**src/rtl/ls_ex_queued_pkg.sv**
```systemverilog
// Shared definitions for the queued load/store execution unit:
// op codes, access sizes, FSM states and small op-decode helpers.
package ls_ex_queued_pkg;

    localparam int LS_OP_W = 4;

    localparam logic [LS_OP_W-1:0] LS_OP_NOP = 4'd0;
    localparam logic [LS_OP_W-1:0] LS_OP_LB  = 4'd1;
    localparam logic [LS_OP_W-1:0] LS_OP_LH  = 4'd2;
    localparam logic [LS_OP_W-1:0] LS_OP_LW  = 4'd3;
    localparam logic [LS_OP_W-1:0] LS_OP_LBU = 4'd4;
    localparam logic [LS_OP_W-1:0] LS_OP_LHU = 4'd5;
    localparam logic [LS_OP_W-1:0] LS_OP_SB  = 4'd6;
    localparam logic [LS_OP_W-1:0] LS_OP_SH  = 4'd7;
    localparam logic [LS_OP_W-1:0] LS_OP_SW  = 4'd8;

    localparam logic [2:0] LS_SIZE_B = 3'd1;
    localparam logic [2:0] LS_SIZE_H = 3'd2;
    localparam logic [2:0] LS_SIZE_W = 3'd4;

    typedef enum logic [1:0] {
        ST_IDLE  = 2'd0,
        ST_REQ   = 2'd1,
        ST_WAIT  = 2'd2,
        ST_DRAIN = 2'd3
    } ls_state_e;

    function automatic logic ls_is_load(input logic [LS_OP_W-1:0] op);
        return (op >= LS_OP_LB) && (op <= LS_OP_LHU);
    endfunction

    function automatic logic [2:0] ls_size(input logic [LS_OP_W-1:0] op);
        case (op)
            LS_OP_LB, LS_OP_LBU, LS_OP_SB: return LS_SIZE_B;
            LS_OP_LH, LS_OP_LHU, LS_OP_SH: return LS_SIZE_H;
            LS_OP_LW, LS_OP_SW:            return LS_SIZE_W;
            default:                       return 3'd0;
        endcase
    endfunction

endpackage

```
**src/rtl/ls_ex_queued_if.sv**
```systemverilog
// Bundle of LSB-side, memory-controller-side and CDB-side signals of the
// load/store unit; slave is the unit's view, master the environment's view.
interface ls_ex_queued_if
    import ls_ex_queued_pkg::*;
#(
    parameter int XLEN  = 32,
    parameter int TAG_W = 4
);
    logic               rdy;
    logic               flush;

    logic               in_valid;
    logic [LS_OP_W-1:0] in_op;
    logic [XLEN-1:0]    in_addr;
    logic [XLEN-1:0]    in_data;
    logic [TAG_W-1:0]   in_tag;
    logic               in_ready;

    logic               mc_req;
    logic [XLEN-1:0]    mc_addr;
    logic [XLEN-1:0]    mc_wdata;
    logic               mc_we;
    logic [2:0]         mc_size;
    logic               mc_done;
    logic [XLEN-1:0]    mc_rdata;

    logic               cdb_valid;
    logic [TAG_W-1:0]   cdb_tag;
    logic [XLEN-1:0]    cdb_value;

    modport slave (
        input  rdy, flush, in_valid, in_op, in_addr, in_data, in_tag, mc_done, mc_rdata,
        output in_ready, mc_req, mc_addr, mc_wdata, mc_we, mc_size,
               cdb_valid, cdb_tag, cdb_value
    );

    modport master (
        output rdy, flush, in_valid, in_op, in_addr, in_data, in_tag, mc_done, mc_rdata,
        input  in_ready, mc_req, mc_addr, mc_wdata, mc_we, mc_size,
               cdb_valid, cdb_tag, cdb_value
    );

endinterface

```
**src/rtl/ls_ex_queued_req_fifo.sv**
```systemverilog
// In-order request FIFO of memory ops; each entry carries an alive bit so a
// flush can bulk-kill queued loads while stores stay eligible for issue.
module ls_ex_queued_req_fifo
    import ls_ex_queued_pkg::*;
#(
    parameter int XLEN  = 32,
    parameter int DEPTH = 4,
    parameter int TAG_W = 4
)
(
    input  logic                     clk,
    input  logic                     rst,
    input  logic                     i_en,
    input  logic                     i_push,
    input  logic [LS_OP_W-1:0]       i_op,
    input  logic [XLEN-1:0]          i_addr,
    input  logic [XLEN-1:0]          i_data,
    input  logic [TAG_W-1:0]         i_tag,
    input  logic                     i_pop,
    input  logic                     i_kill_loads,
    output logic [LS_OP_W-1:0]       o_op,
    output logic [XLEN-1:0]          o_addr,
    output logic [XLEN-1:0]          o_data,
    output logic [TAG_W-1:0]         o_tag,
    output logic                     o_alive,
    output logic [$clog2(DEPTH):0]   o_count
);

    localparam int PTR_W = $clog2(DEPTH);

    logic [LS_OP_W-1:0] r_op   [DEPTH];
    logic [XLEN-1:0]    r_addr [DEPTH];
    logic [XLEN-1:0]    r_data [DEPTH];
    logic [TAG_W-1:0]   r_tag  [DEPTH];
    logic [DEPTH-1:0]   r_alive;
    logic [PTR_W-1:0]   r_wr_ptr;
    logic [PTR_W-1:0]   r_rd_ptr;
    logic [PTR_W:0]     r_count;

    always_ff @(posedge clk) begin
        if (rst) begin
            r_wr_ptr <= '0;
            r_rd_ptr <= '0;
            r_count  <= '0;
            r_alive  <= '0;
        end else if (i_en) begin
            if (i_push) r_wr_ptr <= r_wr_ptr + 1'b1;
            if (i_pop)  r_rd_ptr <= r_rd_ptr + 1'b1;
            case ({i_push, i_pop})
                2'b10:   r_count <= r_count + 1'b1;
                2'b01:   r_count <= r_count - 1'b1;
                default: ;
            endcase
            for (int i = 0; i < DEPTH; i++) begin
                if (i_kill_loads && ls_is_load(r_op[i])) r_alive[i] <= 1'b0;
            end
            // A push during a kill is always a store, so it lands alive.
            if (i_push) r_alive[r_wr_ptr] <= 1'b1;
        end
    end

    always_ff @(posedge clk) begin
        if (i_en && i_push) begin
            r_op[r_wr_ptr]   <= i_op;
            r_addr[r_wr_ptr] <= i_addr;
            r_data[r_wr_ptr] <= i_data;
            r_tag[r_wr_ptr]  <= i_tag;
        end
    end

    assign o_op    = r_op[r_rd_ptr];
    assign o_addr  = r_addr[r_rd_ptr];
    assign o_data  = r_data[r_rd_ptr];
    assign o_tag   = r_tag[r_rd_ptr];
    assign o_alive = r_alive[r_rd_ptr] && (r_count != '0);
    assign o_count = r_count;

endmodule

```
**src/rtl/ls_ex_queued.sv**
```systemverilog
// Queued load/store execution unit: buffers ops, issues them one at a time to
// the memory controller, extends load data and broadcasts it on the CDB.
module ls_ex_queued
    import ls_ex_queued_pkg::*;
#(
    parameter int XLEN  = 32,
    parameter int DEPTH = 4,
    parameter int TAG_W = 4
)
(
    input  logic          clk,
    input  logic          rst,
    ls_ex_queued_if.slave bus
);

    localparam int               CNT_W    = $clog2(DEPTH) + 1;
    localparam logic [CNT_W-1:0] FULL_CNT = CNT_W'(DEPTH);

    ls_state_e          r_state;
    ls_state_e          w_state_nxt;

    logic               w_in_ready;
    logic               w_acc;
    logic               w_push;
    logic               w_pop;
    logic               w_issue_head;
    logic               w_bypass;
    logic               w_issue;
    logic               w_cdb_fire;

    logic [LS_OP_W-1:0] w_head_op;
    logic [XLEN-1:0]    w_head_addr;
    logic [XLEN-1:0]    w_head_data;
    logic [TAG_W-1:0]   w_head_tag;
    logic               w_head_alive;
    logic [CNT_W-1:0]   w_count;

    logic [LS_OP_W-1:0] w_sel_op;
    logic [XLEN-1:0]    w_sel_addr;
    logic [XLEN-1:0]    w_sel_data;
    logic [TAG_W-1:0]   w_sel_tag;

    logic [LS_OP_W-1:0] r_cur_op;
    logic [TAG_W-1:0]   r_cur_tag;
    logic [XLEN-1:0]    r_mc_addr;
    logic [XLEN-1:0]    r_mc_wdata;
    logic               r_mc_we;
    logic [2:0]         r_mc_size;
    logic               r_cdb_valid;
    logic [TAG_W-1:0]   r_cdb_tag;
    logic [XLEN-1:0]    r_cdb_value;

    function automatic logic [XLEN-1:0] f_extend(input logic [LS_OP_W-1:0] op,
                                                 input logic [XLEN-1:0]    d);
        case (op)
            LS_OP_LB:  return {{(XLEN-8){d[7]}},   d[7:0]};
            LS_OP_LH:  return {{(XLEN-16){d[15]}}, d[15:0]};
            LS_OP_LBU: return {{(XLEN-8){1'b0}},   d[7:0]};
            LS_OP_LHU: return {{(XLEN-16){1'b0}},  d[15:0]};
            default:   return d;
        endcase
    endfunction

    ls_ex_queued_req_fifo #(
        .XLEN  (XLEN),
        .DEPTH (DEPTH),
        .TAG_W (TAG_W)
    ) u_fifo (
        .clk          (clk),
        .rst          (rst),
        .i_en         (bus.rdy),
        .i_push       (w_push),
        .i_op         (bus.in_op),
        .i_addr       (bus.in_addr),
        .i_data       (bus.in_data),
        .i_tag        (bus.in_tag),
        .i_pop        (w_pop),
        .i_kill_loads (bus.flush),
        .o_op         (w_head_op),
        .o_addr       (w_head_addr),
        .o_data       (w_head_data),
        .o_tag        (w_head_tag),
        .o_alive      (w_head_alive),
        .o_count      (w_count)
    );

    assign w_in_ready = bus.rdy && (w_count != FULL_CNT);
    // Loads presented in a flush cycle are speculative and are refused.
    assign w_acc      = bus.in_valid && w_in_ready && (bus.in_op != LS_OP_NOP) &&
                        !(bus.flush && ls_is_load(bus.in_op));

    always_ff @(posedge clk) begin
        if (rst)          r_state <= ST_IDLE;
        else if (bus.rdy) r_state <= w_state_nxt;
    end

    always_comb begin
        w_state_nxt  = r_state;
        w_pop        = 1'b0;
        w_issue_head = 1'b0;
        w_bypass     = 1'b0;
        case (r_state)
            ST_IDLE: begin
                if (w_count != '0) begin
                    w_pop = 1'b1;
                    if (w_head_alive && !(bus.flush && ls_is_load(w_head_op))) begin
                        w_issue_head = 1'b1;
                        w_state_nxt  = ST_REQ;
                    end
                end else if (w_acc) begin
                    // Empty queue: issue straight from the input to save a cycle.
                    w_bypass    = 1'b1;
                    w_state_nxt = ST_REQ;
                end
            end
            ST_REQ: begin
                w_state_nxt = (bus.flush && ls_is_load(r_cur_op)) ? ST_DRAIN : ST_WAIT;
            end
            ST_WAIT: begin
                if (bus.mc_done)                                 w_state_nxt = ST_IDLE;
                else if (bus.flush && ls_is_load(r_cur_op))      w_state_nxt = ST_DRAIN;
            end
            ST_DRAIN: begin
                if (bus.mc_done) w_state_nxt = ST_IDLE;
            end
            default: w_state_nxt = ST_IDLE;
        endcase
    end

    assign w_push     = w_acc && !w_bypass;
    assign w_issue    = w_issue_head || w_bypass;
    assign w_cdb_fire = (r_state == ST_WAIT) && bus.mc_done && ls_is_load(r_cur_op) &&
                        !bus.flush;
    assign w_sel_op   = w_bypass ? bus.in_op   : w_head_op;
    assign w_sel_addr = w_bypass ? bus.in_addr : w_head_addr;
    assign w_sel_data = w_bypass ? bus.in_data : w_head_data;
    assign w_sel_tag  = w_bypass ? bus.in_tag  : w_head_tag;

    always_ff @(posedge clk) begin
        if (rst) begin
            r_cur_op    <= LS_OP_NOP;
            r_cur_tag   <= '0;
            r_mc_addr   <= '0;
            r_mc_wdata  <= '0;
            r_mc_we     <= 1'b0;
            r_mc_size   <= 3'd0;
            r_cdb_valid <= 1'b0;
            r_cdb_tag   <= '0;
            r_cdb_value <= '0;
        end else if (bus.rdy) begin
            r_cdb_valid <= w_cdb_fire;
            if (w_issue) begin
                r_cur_op   <= w_sel_op;
                r_cur_tag  <= w_sel_tag;
                r_mc_addr  <= w_sel_addr;
                r_mc_wdata <= w_sel_data;
                r_mc_we    <= !ls_is_load(w_sel_op);
                r_mc_size  <= ls_size(w_sel_op);
            end
            if (w_cdb_fire) begin
                r_cdb_tag   <= r_cur_tag;
                r_cdb_value <= f_extend(r_cur_op, bus.mc_rdata);
            end
        end
    end

    assign bus.in_ready  = w_in_ready;
    assign bus.mc_req    = (r_state == ST_REQ) && bus.rdy;
    assign bus.mc_addr   = r_mc_addr;
    assign bus.mc_wdata  = r_mc_wdata;
    assign bus.mc_we     = r_mc_we;
    assign bus.mc_size   = r_mc_size;
    assign bus.cdb_valid = r_cdb_valid && bus.rdy;
    assign bus.cdb_tag   = r_cdb_tag;
    assign bus.cdb_value = r_cdb_value;

endmodule

```
**src/flat_wrapper.sv**
```systemverilog
// flat-port wrapper written by rule: the top's interface ports become plain ports
module ls_ex_queued_flat import ls_ex_queued_pkg::*;
#(
    parameter int XLEN  = 32,
    parameter int DEPTH = 4,
    parameter int TAG_W = 4
)
  (clk, rst, bus_rdy, bus_flush, bus_in_valid, bus_in_op, bus_in_addr, bus_in_data, bus_in_tag, bus_mc_done, bus_mc_rdata, bus_in_ready, bus_mc_req, bus_mc_addr, bus_mc_wdata, bus_mc_we, bus_mc_size, bus_cdb_valid, bus_cdb_tag, bus_cdb_value);
  ls_ex_queued_if #(.XLEN(XLEN), .TAG_W(TAG_W)) bus_i ();
  input  logic clk;
  input  logic rst;
  input wire logic [$bits(bus_i.rdy)-1:0] bus_rdy;
  input wire logic [$bits(bus_i.flush)-1:0] bus_flush;
  input wire logic [$bits(bus_i.in_valid)-1:0] bus_in_valid;
  input wire logic [$bits(bus_i.in_op)-1:0] bus_in_op;
  input wire logic [$bits(bus_i.in_addr)-1:0] bus_in_addr;
  input wire logic [$bits(bus_i.in_data)-1:0] bus_in_data;
  input wire logic [$bits(bus_i.in_tag)-1:0] bus_in_tag;
  input wire logic [$bits(bus_i.mc_done)-1:0] bus_mc_done;
  input wire logic [$bits(bus_i.mc_rdata)-1:0] bus_mc_rdata;
  output wire logic [$bits(bus_i.in_ready)-1:0] bus_in_ready;
  output wire logic [$bits(bus_i.mc_req)-1:0] bus_mc_req;
  output wire logic [$bits(bus_i.mc_addr)-1:0] bus_mc_addr;
  output wire logic [$bits(bus_i.mc_wdata)-1:0] bus_mc_wdata;
  output wire logic [$bits(bus_i.mc_we)-1:0] bus_mc_we;
  output wire logic [$bits(bus_i.mc_size)-1:0] bus_mc_size;
  output wire logic [$bits(bus_i.cdb_valid)-1:0] bus_cdb_valid;
  output wire logic [$bits(bus_i.cdb_tag)-1:0] bus_cdb_tag;
  output wire logic [$bits(bus_i.cdb_value)-1:0] bus_cdb_value;
  assign bus_i.rdy = bus_rdy;
  assign bus_i.flush = bus_flush;
  assign bus_i.in_valid = bus_in_valid;
  assign bus_i.in_op = bus_in_op;
  assign bus_i.in_addr = bus_in_addr;
  assign bus_i.in_data = bus_in_data;
  assign bus_i.in_tag = bus_in_tag;
  assign bus_i.mc_done = bus_mc_done;
  assign bus_i.mc_rdata = bus_mc_rdata;
  assign bus_in_ready = bus_i.in_ready;
  assign bus_mc_req = bus_i.mc_req;
  assign bus_mc_addr = bus_i.mc_addr;
  assign bus_mc_wdata = bus_i.mc_wdata;
  assign bus_mc_we = bus_i.mc_we;
  assign bus_mc_size = bus_i.mc_size;
  assign bus_cdb_valid = bus_i.cdb_valid;
  assign bus_cdb_tag = bus_i.cdb_tag;
  assign bus_cdb_value = bus_i.cdb_value;
  ls_ex_queued #(.XLEN(XLEN), .DEPTH(DEPTH), .TAG_W(TAG_W)) u_core (.clk(clk), .rst(rst), .bus(bus_i));
endmodule
```
**config.mk**
```make
export PLATFORM = sky130hd
export DESIGN_NAME = ls_ex_queued_flat
export DESIGN_NICKNAME = d
export VERILOG_FILES = /design/src/rtl/ls_ex_queued_pkg.sv /design/src/rtl/ls_ex_queued_if.sv /design/src/rtl/ls_ex_queued_req_fifo.sv /design/src/rtl/ls_ex_queued.sv /design/src/flat_wrapper.sv
export SDC_FILE = /design/constraint.sdc
export NUM_CORES = 1
export LEC_CHECK = 0
export CAP_MARGIN = 20
export CORE_ASPECT_RATIO = 0.5
export CORE_MARGIN = 3
export CORE_UTILIZATION = 55
export CTS_CLUSTER_SIZE = 40
export DETAILED_ROUTE_END_ITERATION = 12
export MAX_ROUTING_LAYER = met4
export PLACE_DENSITY = 0.8
export SLEW_MARGIN = 20
export SYNTH_ARGS = -nofsm -noshare
export SYNTH_HDL_FRONTEND = slang
export SYNTH_SLANG_ARGS = --single-unit
```
**constraint.sdc**
```tcl
create_clock -name clk -period 5 [get_ports clk]
set_input_delay 0.5 -clock clk [delete_from_list [all_inputs] [get_ports clk]]
set_output_delay 0.5 -clock clk [all_outputs]
set_load 0.01 [all_outputs]
```
==> results of run 1 <==
placed cells by master, fill, tap and decap left out, types with 7 or more instances in the layout:
cell type,count
inv_1,7
nand2_1,64
o21ai_0,12
clkinv_2,10
a211oi_1,30
edfxtp_1,288
clkdlybuf4s50_1,215
a21oi_1,49
mux2i_1,73
nor2_1,26
dfxtp_1,126
buf_4,14
clkbuf_1,7
o21ai_1,11
a211oi_2,40
clkbuf_16,39
nor3_1,87
mux4_2,73
path summary, 6_finish.rpt:
check / end / slack (ps)
setup / recovery: u_core.bus.mc_wdata[25]$_SDFFE_PP0P_ / 1620
hold reg to reg: u_core.bus.cdb_tag[3]$_SDFFE_PP0P_ / 450
setup reg to reg: u_core.bus.mc_wdata[25]$_SDFFE_PP0P_ / 1620
hold / removal: u_core.bus.cdb_tag[3]$_SDFFE_PP0P_ / 450
where the power goes:
| group | switching (mW) | leakage (nW) | internal, mW | total [mW] |
|---|---|---|---|---|
| Sequential | 0.205 | 3.64 | 3.96 | 4.17 |
| Combinational | 1.08 | 2.51 | 1.02 | 2.09 |
| Clock | 1.24 | 0.633 | 1.76 | 3.00 |
| Total | 2.53 | 6.78 | 6.74 | 9.27 |
routing by layer:
layer	part of all wire [%]	vias to the layer above	global-route usage, %
met5	0	-	-
met4	2.3	0	7.84
met3	6.2	75	4.12
met2	50	427	40.8
met1	41	5189	32.3
li1	-	4470	-
final cells by class:
cell class / count / share of cell area (%)
clock buffer: 50 / 5.22
clock inverter: 17 / 1.16
tap: 391 / 2.42
timing repair buffer: 232 / 11.4
multi-input combinational: 536 / 24.1
inverter: 12 / 0.247
sequential: 416 / 55.4
registers in the layout, summed over array words and instances, names as in the netlist, 4 cells and up, named ones only:
register,count
u_core.u_fifo.r_addr,128
u_core.u_fifo.r_data,128
u_core.bus.cdb_value,32
u_core.bus.mc_addr,32
u_core.bus.mc_wdata,32
u_core.u_fifo.r_op,16
u_core.u_fifo.r_tag,16
u_core.bus.cdb_tag,4
u_core.r_cur_op,4
u_core.r_cur_tag,4
u_core.u_fifo.r_alive,4
worst max-delay path, stage by stage (launching register included):
cell and delay, ps:
dfxtp_4 590, buf_4 690, mux2_2 470, a41oi_4 220, buf_4 790, nor3_1 130, a211oi_1 330
per-stage QoR:
step	instance area, sq um	total power [mW]	util (%)	hold slack, ps	instances
2_1_floorplan	16500	5.56	-	433	1041
3_3_place_gp	18900	6.24	64.8	442	1587
3_5_place_dp	19000	6.32	64.8	448	1587
4_1_cts	20200	9.33	69.3	452	1654
5_1_grt	20300	9.65	69.3	464	1654
6_report	20300	9.27	69.3	454	1654
cell families (layout without fill, tap and decap cells):
| family | Yosys count | after routing | synth area share, % |
|---|---|---|---|
| AOI/OAI and AO/OA | 172 | 172 | 8.21 |
| buffers and inverters | 89 | 311 | 2.50 |
| adders and majority gates | 6 | 6 | 0.502 |
| muxes | 147 | 147 | 14.5 |
| xor gates and xnor gates | 7 | 7 | 0.372 |
| DFF | 416 | 416 | 68.1 |
| and+or+nand+nor | 204 | 204 | 5.81 |
==> results.json, run 1 <==
{
  "via_count": 10161,
  "n_fill_cell": 1805,
  "yosysMostFrequentCell": "edfxtp_1",
  "ys_warn_count": 0,
  "via_per_inst": 6.14,
  "firstDrtPassIters": 7,
  "cp.required_ps": 5430,
  "netlist_top_cells_count": "edfxtp_1, dfxtp_1, nor3_1",
  "synth_fp_nets": 1157,
  "portBuffers": 216,
  "clk_latency_ps": 540,
  "drt_iter0_drc": 954,
  "ys_seq_area_share_pct": 68.1,
  "place_worst_setup_slack_ps": 1350,
  "seq_area_sq_um": 11200,
  "cts_resized": 0,
  "synth_top_area_cell": "edfxtp_1",
  "synth_cell_types": 52,
  "multi_input_area_sq_um": 4880,
  "min_period_over_period_pct": 67.7,
  "post_cts_buffers": 0,
  "timing.fmax_mhz": 296,
  "worst-path-max-fanout": 76,
  "rsz0062_at_grt": "no",
  "drc": 0,
  "maxCapViolCount": 0,
  "dp_hpwl_um": 23000,
  "finalCriticalPeriod_ps": 3380,
  "path_clk_slew_ps": 70,
  "power_leakage_nw": 6.78,
  "synth.cell_area_sq_um": 16500,
  "grt_max_degree": 77,
  "syn-instance-count": 1041,
  "grt_pass1_wl_um": 60000,
  "grt_usage_pct": 24.8,
  "fin_worst_skew_ps": 20.5,
  "htreeDepth": 2,
  "die_h_um": 128,
  "holdPathStages": 2,
  "hp-start": "u_core.bus.cdb_tag[3]$_SDFFE_PP0P_",
  "start_util_pct": 56.3,
  "finalSetupViolations": 0,
  "grt_pass1_vias": 10398,
  "cts_buffers": 37,
  "reg2regPathDepth": 6,
  "ys_seq_elements": 416,
  "cts-root-buf": "clkbuf_16",
  "ant_nets": 0,
  "min_path_type": "register to register",
  "clock-sinks": 416,
  "hold_viol": 0,
  "power_density_nw_per_um2": 458,
  "syn_area_per_cell_sq_um": 15.8,
  "num_rows": 44,
  "ys_top_cells_by_area": "edfxtp_1, dfxtp_1, mux4_2, mux2i_1, a211oi_2",
  "end_kind": "register",
  "gp_routability_congestion": 0.838,
  "ys.flop_type": "edfxtp_1",
  "setup_slack_ps": 1620,
  "slew_viol_final": 0,
  "antenna_cells": 0,
  "cts_tree": "built",
  "worst_setup_path_start_kind": "register",
  "postCtsHoldBufs": 0,
  "critPathArrivalTime_ps": 3810,
  "core_area_sq_um": 29200,
  "outcome": "finished clean",
  "setup_tns_ps": 0,
  "fp.dieW_um": 251,
  "wirelength_um": 38600,
  "die_area_sq_um": 32200,
  "antenna_found_initial": 0,
  "ir_drop_uv": 310,
  "avgRoutedWirePerCell_um": 23.3,
  "overflow": 0,
  "worst_slew_pin_slew_ps": 1000,
  "pin_count": 217,
  "path_class": "register to register",
  "syn_to_final_growth_pct": 23.0,
  "synth_edf_count": 288,
  "nets": 1351,
  "clk_path_buf_depth": 3,
  "worst_slew_margin_rel_pct": 33.2,
  "yosys.area.top_type_share_pct": 52.5,
  "final_layout_size_suffix_gt1_share_pct": 16.4,
  "synthArstFlopShare_pct": 0
}
Power figures use the tool's default switching activity.
==> inputs of run 2 (changes only) <==
==> constraint.sdc (replaced) <==
create_clock -name clk -period 3.3 [get_ports clk]
set_input_delay 0.33 -clock clk [delete_from_list [all_inputs] [get_ports clk]]
set_output_delay 0.33 -clock clk [all_outputs]
set_load 0.01 [all_outputs]
==> run 2 against run 1 <==
Die area did not move. Sequential cell count unchanged. First-iteration DRC count down 3.6%. Non-clock buffer count grew 16. Count of clock-buffer cells in the layout down 2. Register-to-register slack worse by 950 ps. Global-route usage shrank 0.22 points. Combinational power grew 57%. Setup slack lost 950 ps. Design area up 0.76%.
==> results.json, run 2 (synthesis results as in run 1) <==
{
  "outcome": "finished clean",
  "timing.hold.ws_ps": 341,
  "placed_area_sq_um": 19200,
  "nets": 1367,
  "cts-root-buf": "clkbuf_16",
  "worst-path-max-fanout": 43,
  "worst-r2r-setup-slack_ps": 670,
  "start_util_pct": 56.3,
  "power_density_nw_per_um2": 672,
  "syn_to_final_growth_pct": 24.0,
  "num_rows": 44,
  "ant_nets": 0,
  "end_kind": "register",
  "reg.largest.list": "u_core.u_fifo.r_addr: 128 flops, u_core.u_fifo.r_data: 128 flops",
  "fp.dieW_um": 251,
  "maxCapViolCount": 0,
  "slew_viol_final": 0,
  "dp_hpwl_um": 23700,
  "avgRoutedWirePerCell_um": 22.8,
  "p_int_mw": 9.91,
  "drt_iter0_drc": 920,
  "clock-sinks": 416,
  "firstDrtPassIters": 5,
  "core_area_sq_um": 29200,
  "grt_max_degree": 79,
  "overflow": 0,
  "worst_slew_pin_slew_ps": 763,
  "clk_latency_ps": 540,
  "final_cell_mix": "edfxtp_1, clkdlybuf4s50_1, dfxtp_1",
  "portBuffers": 216,
  "pwr-share-comb_pct": 24.0,
  "worst_slew_margin_rel_pct": 49.0,
  "n_fill_cell": 1816,
  "pin_count": 217,
  "critPathArrivalTime_ps": 3010,
  "design_area_sq_um": 20400,
  "power_leakage_nw": 6.81,
  "ir_drop_uv": 377,
  "timing.fmax_mhz": 380,
  "worst_setup_path_start_kind": "register",
  "rsz0062_at_grt": "no",
  "grt_pass1_vias": 10378,
  "wirelength_um": 38200,
  "cp.required_ps": 3680,
  "grt_usage_pct": 24.6,
  "post_cts_buffers": 0,
  "postCtsHoldBufs": 0,
  "clk_path_buf_depth": 3,
  "cts_buffers": 37,
  "drc": 0,
  "finalCriticalPeriod_ps": 2630,
  "swShare_pct": 27.7,
  "final_common_cell": "edfxtp_1",
  "cts_resized": 0,
  "antenna_found_initial": 2,
  "cts_tree": "built",
  "via_per_inst": 6.02,
  "min_period_over_period_pct": 79.7,
  "pwr-share-seq_pct": 45.6,
  "path_clk_slew_ps": 70,
  "die_area_sq_um": 32200,
  "path_class": "register to register",
  "min_path_type": "input pin to register",
  "finalSetupViolations": 0,
  "clock_power_share_pct": 30.4,
  "via_count": 10059,
  "grt_pass1_wl_um": 59700,
  "p_switching_mw": 3.80,
  "setup_tns_ps": 0,
  "gp_routability_congestion": 0.853,
  "die_h_um": 128,
  "fin_worst_skew_ps": 25.7,
  "final_layout_size_suffix_gt1_share_pct": 16.9,
  "htreeDepth": 2,
  "hold_viol": 0
}
[run 2: worst max-delay path, stage by stage (launching register included)]
cell,delay [ps]
dfxtp_4,390
buf_4,540
mux2_2,470
a41o_1,300
nand2_4,320
buf_12,260
a211oi_2,110
[run 2: cell type report]
class                      instances  area (sq um)  area share, %
multi-input combinational        536          4880           23.9
tap                              391           489           2.40
sequential                       416         11200           55.0
clock buffer                      48           997           4.89
antenna                            2          5.00         0.0245
timing repair buffer             248          2590           12.7
clock inverter                    19           168          0.822
inverter                          12          60.1          0.294
[run 2: metrics by stage]
stage	util, %	setup WS [ps]	total power, mW	instances
global route	69.8	563	14.3	1672
floorplan	-	357	8.43	1041
detailed placement	65.8	269	9.64	1603
finish	69.8	670	13.7	1672
global placement	65.8	332	9.53	1603
CTS	69.8	697	13.8	1670
[run 2: per-layer routing]
metal  track usage, %  part of all wire, %
met1             31.0                   41
met2             41.2                   50
met3             4.32                  6.1
met4             8.15                  2.9
met5                -                    0
[run 2: power by group through the flow]
stage	registers (mW)	logic, mW	clock network, mW
CTS	6.25	3.33	4.26
floorplan	6.37	2.06	0
global placement	6.32	3.21	0
global route	6.28	3.56	4.45
finish	6.24	3.29	4.17
detailed placement	6.35	3.29	0
[run 2: path summary, 6_finish.rpt]
check	cells past startpoint	to	from
worst min-delay path	2	u_core.bus.mc_wdata[5]$_SDFFE_PP0P_	rst
worst max-delay path	6	u_core.bus.mc_addr[30]$_SDFFE_PP0P_	register
worst min register to register	2	u_core.bus.cdb_tag[2]$_SDFFE_PP0P_	u_core.bus.cdb_tag[2]$_SDFFE_PP0P_
worst max register to register	6	u_core.bus.mc_addr[30]$_SDFFE_PP0P_	register
==> inputs of run 3 (changes only) <==
--- a/config.mk
+++ b/config.mk
@@ -8,11 +8,11 @@
 export CAP_MARGIN = 20
 export CORE_ASPECT_RATIO = 0.5
 export CORE_MARGIN = 3
-export CORE_UTILIZATION = 55
+export CORE_UTILIZATION = 50
 export CTS_CLUSTER_SIZE = 40
 export DETAILED_ROUTE_END_ITERATION = 12
 export MAX_ROUTING_LAYER = met4
-export PLACE_DENSITY = 0.8
+export PLACE_DENSITY = 0.76
 export SLEW_MARGIN = 20
 export SYNTH_ARGS = -nofsm -noshare
 export SYNTH_HDL_FRONTEND = slang
==> constraint.sdc (replaced) <==
create_clock -name clk -period 2.4 [get_ports clk]
set_input_delay 0.24 -clock clk [delete_from_list [all_inputs] [get_ports clk]]
set_output_delay 0.24 -clock clk [all_outputs]
set_load 0.01 [all_outputs]
==> run 3 against run 2 <==
Clock power increased by 40%. Largest cell class unchanged. Critical path depth rose by 1. First-iteration DRC count decreased by 12%.
==> results.json, run 3 (synthesis results as in run 1) <==
{
  "outcome": "finished clean",
  "grt_pass1_vias": 10574,
  "ir_drop_uv": 453,
  "portBuffers": 216,
  "grt_usage_pct": 23.0,
  "firstDrtPassIters": 5,
  "fp.dieW_um": 263,
  "gp_routability_congestion": 0.862,
  "syn_to_final_growth_pct": 27.6,
  "r2r-end": "u_core.bus.mc_addr[27]$_SDFFE_PP0P_",
  "swShare_pct": 27.8,
  "p_switching_mw": 5.37,
  "min_period_over_period_pct": 98.9,
  "postCtsHoldBufs": 0,
  "rsz0062_at_grt": "yes",
  "slew_viol_final": 0,
  "path_clk_slew_ps": 60,
  "start_util_pct": 51.3,
  "pwr-share-comb_pct": 25.4,
  "worst_setup_path_start_kind": "register",
  "dp_hpwl_um": 25700,
  "power_density_nw_per_um2": 920,
  "hp-start": "bus_mc_rdata[18]",
  "hold_viol": 0,
  "grt_pass1_wl_um": 61500,
  "die_h_um": 134,
  "clk_latency_ps": 540,
  "via_per_inst": 5.84,
  "cts_tree": "built",
  "clock_power_share_pct": 30.2,
  "pin_count": 217,
  "timing.hold.ws_ps": 265,
  "setup_slack_ps": 25.9,
  "final_common_cell": "edfxtp_1",
  "n_fill_cell": 2148,
  "num_rows": 46,
  "path_buf_inv": 2,
  "cts-root-buf": "clkbuf_16",
  "cp.required_ps": 2850,
  "min_path_type": "input pin to register",
  "cts_buffers": 37,
  "fin_worst_skew_ps": 19.4,
  "worst_slew_margin_rel_pct": 50.8,
  "cpMostUsedCell": "buf_12",
  "drt_iter0_drc": 813,
  "finalSetupViolations": 0,
  "pwr-share-seq_pct": 44.5,
  "overflow": 0,
  "path_class": "register to register",
  "p_int_mw": 13.9,
  "reg.largest.list": "u_core.u_fifo.r_addr: 128 flops, u_core.u_fifo.r_data: 128 flops",
  "place_worst_setup_slack_ps": -116,
  "worst-r2r-setup-slack_ps": 30,
  "slowest_delay_ps": 530,
  "antenna_found_initial": 0,
  "htreeDepth": 2,
  "worstPathCellList": "mux4_2 > or3_4 > a41oi_4 > buf_12 > buf_12 > nor3_1 > a211oi_2",
  "hold_path_end": "u_core.bus.cdb_value[18]$_SDFFE_PP0P_",
  "critPathArrivalTime_ps": 2820,
  "grt_max_degree": 109,
  "dp_cells": 1681,
  "p_total_mw": 19.3,
  "ant_nets": 0,
  "critPathSlowestCell": "mux4_2",
  "avgRoutedWirePerCell_um": 22.6,
  "critical-path-top-delay-family": "multiplexers",
  "core_area_sq_um": 32100,
  "via_count": 10216,
  "crit_cells": 7,
  "finalCriticalPeriod_ps": 2370,
  "clock-sinks": 416,
  "wirelength_um": 39600,
  "holdPathStages": 3,
  "clk_path_buf_depth": 3,
  "antenna_cells": 0,
  "die_area_sq_um": 35300,
  "worst_slew_pin_slew_ps": 737,
  "drc": 0,
  "final_cells": 1750,
  "placed_area_sq_um": 19800,
  "reg2regPathDepth": 7,
  "final_cell_mix": "edfxtp_1, clkdlybuf4s50_1, dfxtp_1",
  "timing.fmax_mhz": 421,
  "end_kind": "register",
  "final_layout_size_suffix_gt1_share_pct": 19.7,
  "power_leakage_nw": 7.07,
  "worst-path-max-fanout": 15,
  "design_area_sq_um": 21000,
  "maxCapViolCount": 0,
  "nets": 1405
}
## run 3: cell types whose count changed in the layout (fill, tap and decap cells not counted), sizes merged
| cell | delta |
|---|---|
| buf | +38 |
| clkbuf | -3 |
| clkinv | +3 |
| diode | -2 |
| bufinv | +1 |
## run 3: metal layers
layer	GRT usage, %	vias up	part of all wire [%]
met5	-	-	0
met3	3.79	57	5.3
li1	-	4612	-
met4	4.70	0	1.5
met2	39.1	358	51
met1	29.6	5189	42
## run 3: area by class of cell
cell class / count / area, sq um / area share, %
Clock buffer: 45 / 966 / 4.60
Clock inverter: 23 / 213 / 1.01
Sequential cell: 416 / 11200 / 53.4
Multi-Input combinational cell: 536 / 4930 / 23.5
Tap cell: 432 / 541 / 2.57
Timing Repair Buffer: 286 / 3080 / 14.6
Inverter: 12 / 60.1 / 0.286
## run 3: metrics by stage
stage	utilization, %	TNS, ps
floorplan	-	0
global placement	61.8	-17.0
finish	65.5	0
global route	65.5	-6.87
CTS	65.5	0
detailed placement	61.8	-116
## run 3: how the worst max path moves through the flow
stage / slack, ps / to
floorplan: 7 / u_core.u_fifo.r_addr[0][0]$_DFFE_PP_
global placement: -20 / u_core.bus.mc_we$_SDFFE_PP0P_
detailed placement: -120 / u_core.u_fifo.o_count[2]$_SDFFE_PP0P_
CTS: 10 / u_core.bus.mc_addr[27]$_SDFFE_PP0P_
global route: -7 / u_core.bus.mc_addr[27]$_SDFFE_PP0P_
finish: 30 / u_core.bus.mc_addr[27]$_SDFFE_PP0P_
## run 3: power groups by stage
stage / registers [mW] / logic [mW] / clock network (mW)
2_1_floorplan: 8.77 / 2.87 / 0
3_3_place_gp: 8.70 / 4.79 / 0
3_5_place_dp: 8.73 / 4.90 / 0
4_1_cts: 8.59 / 4.93 / 5.95
5_1_grt: 8.64 / 5.26 / 6.25
6_report: 8.59 / 4.90 / 5.83
## run 3: what timing repair did
item / CTS / global route
endpoints found under the hold margin: 0 / 0
endpoints found under the setup margin: 1 / 6
pin swaps: 1 / 0
resized for setup: 0 / 1
setup buffers: 0 / 1
## run 3: worst reg2reg max path: stages (launching register included)
cell      delay [ps]
dfxtp_4          400
mux4_2           530
or3_4            440
a41oi_4          240
buf_12           200
buf_12           170
nor3_1            80
a211oi_2         230
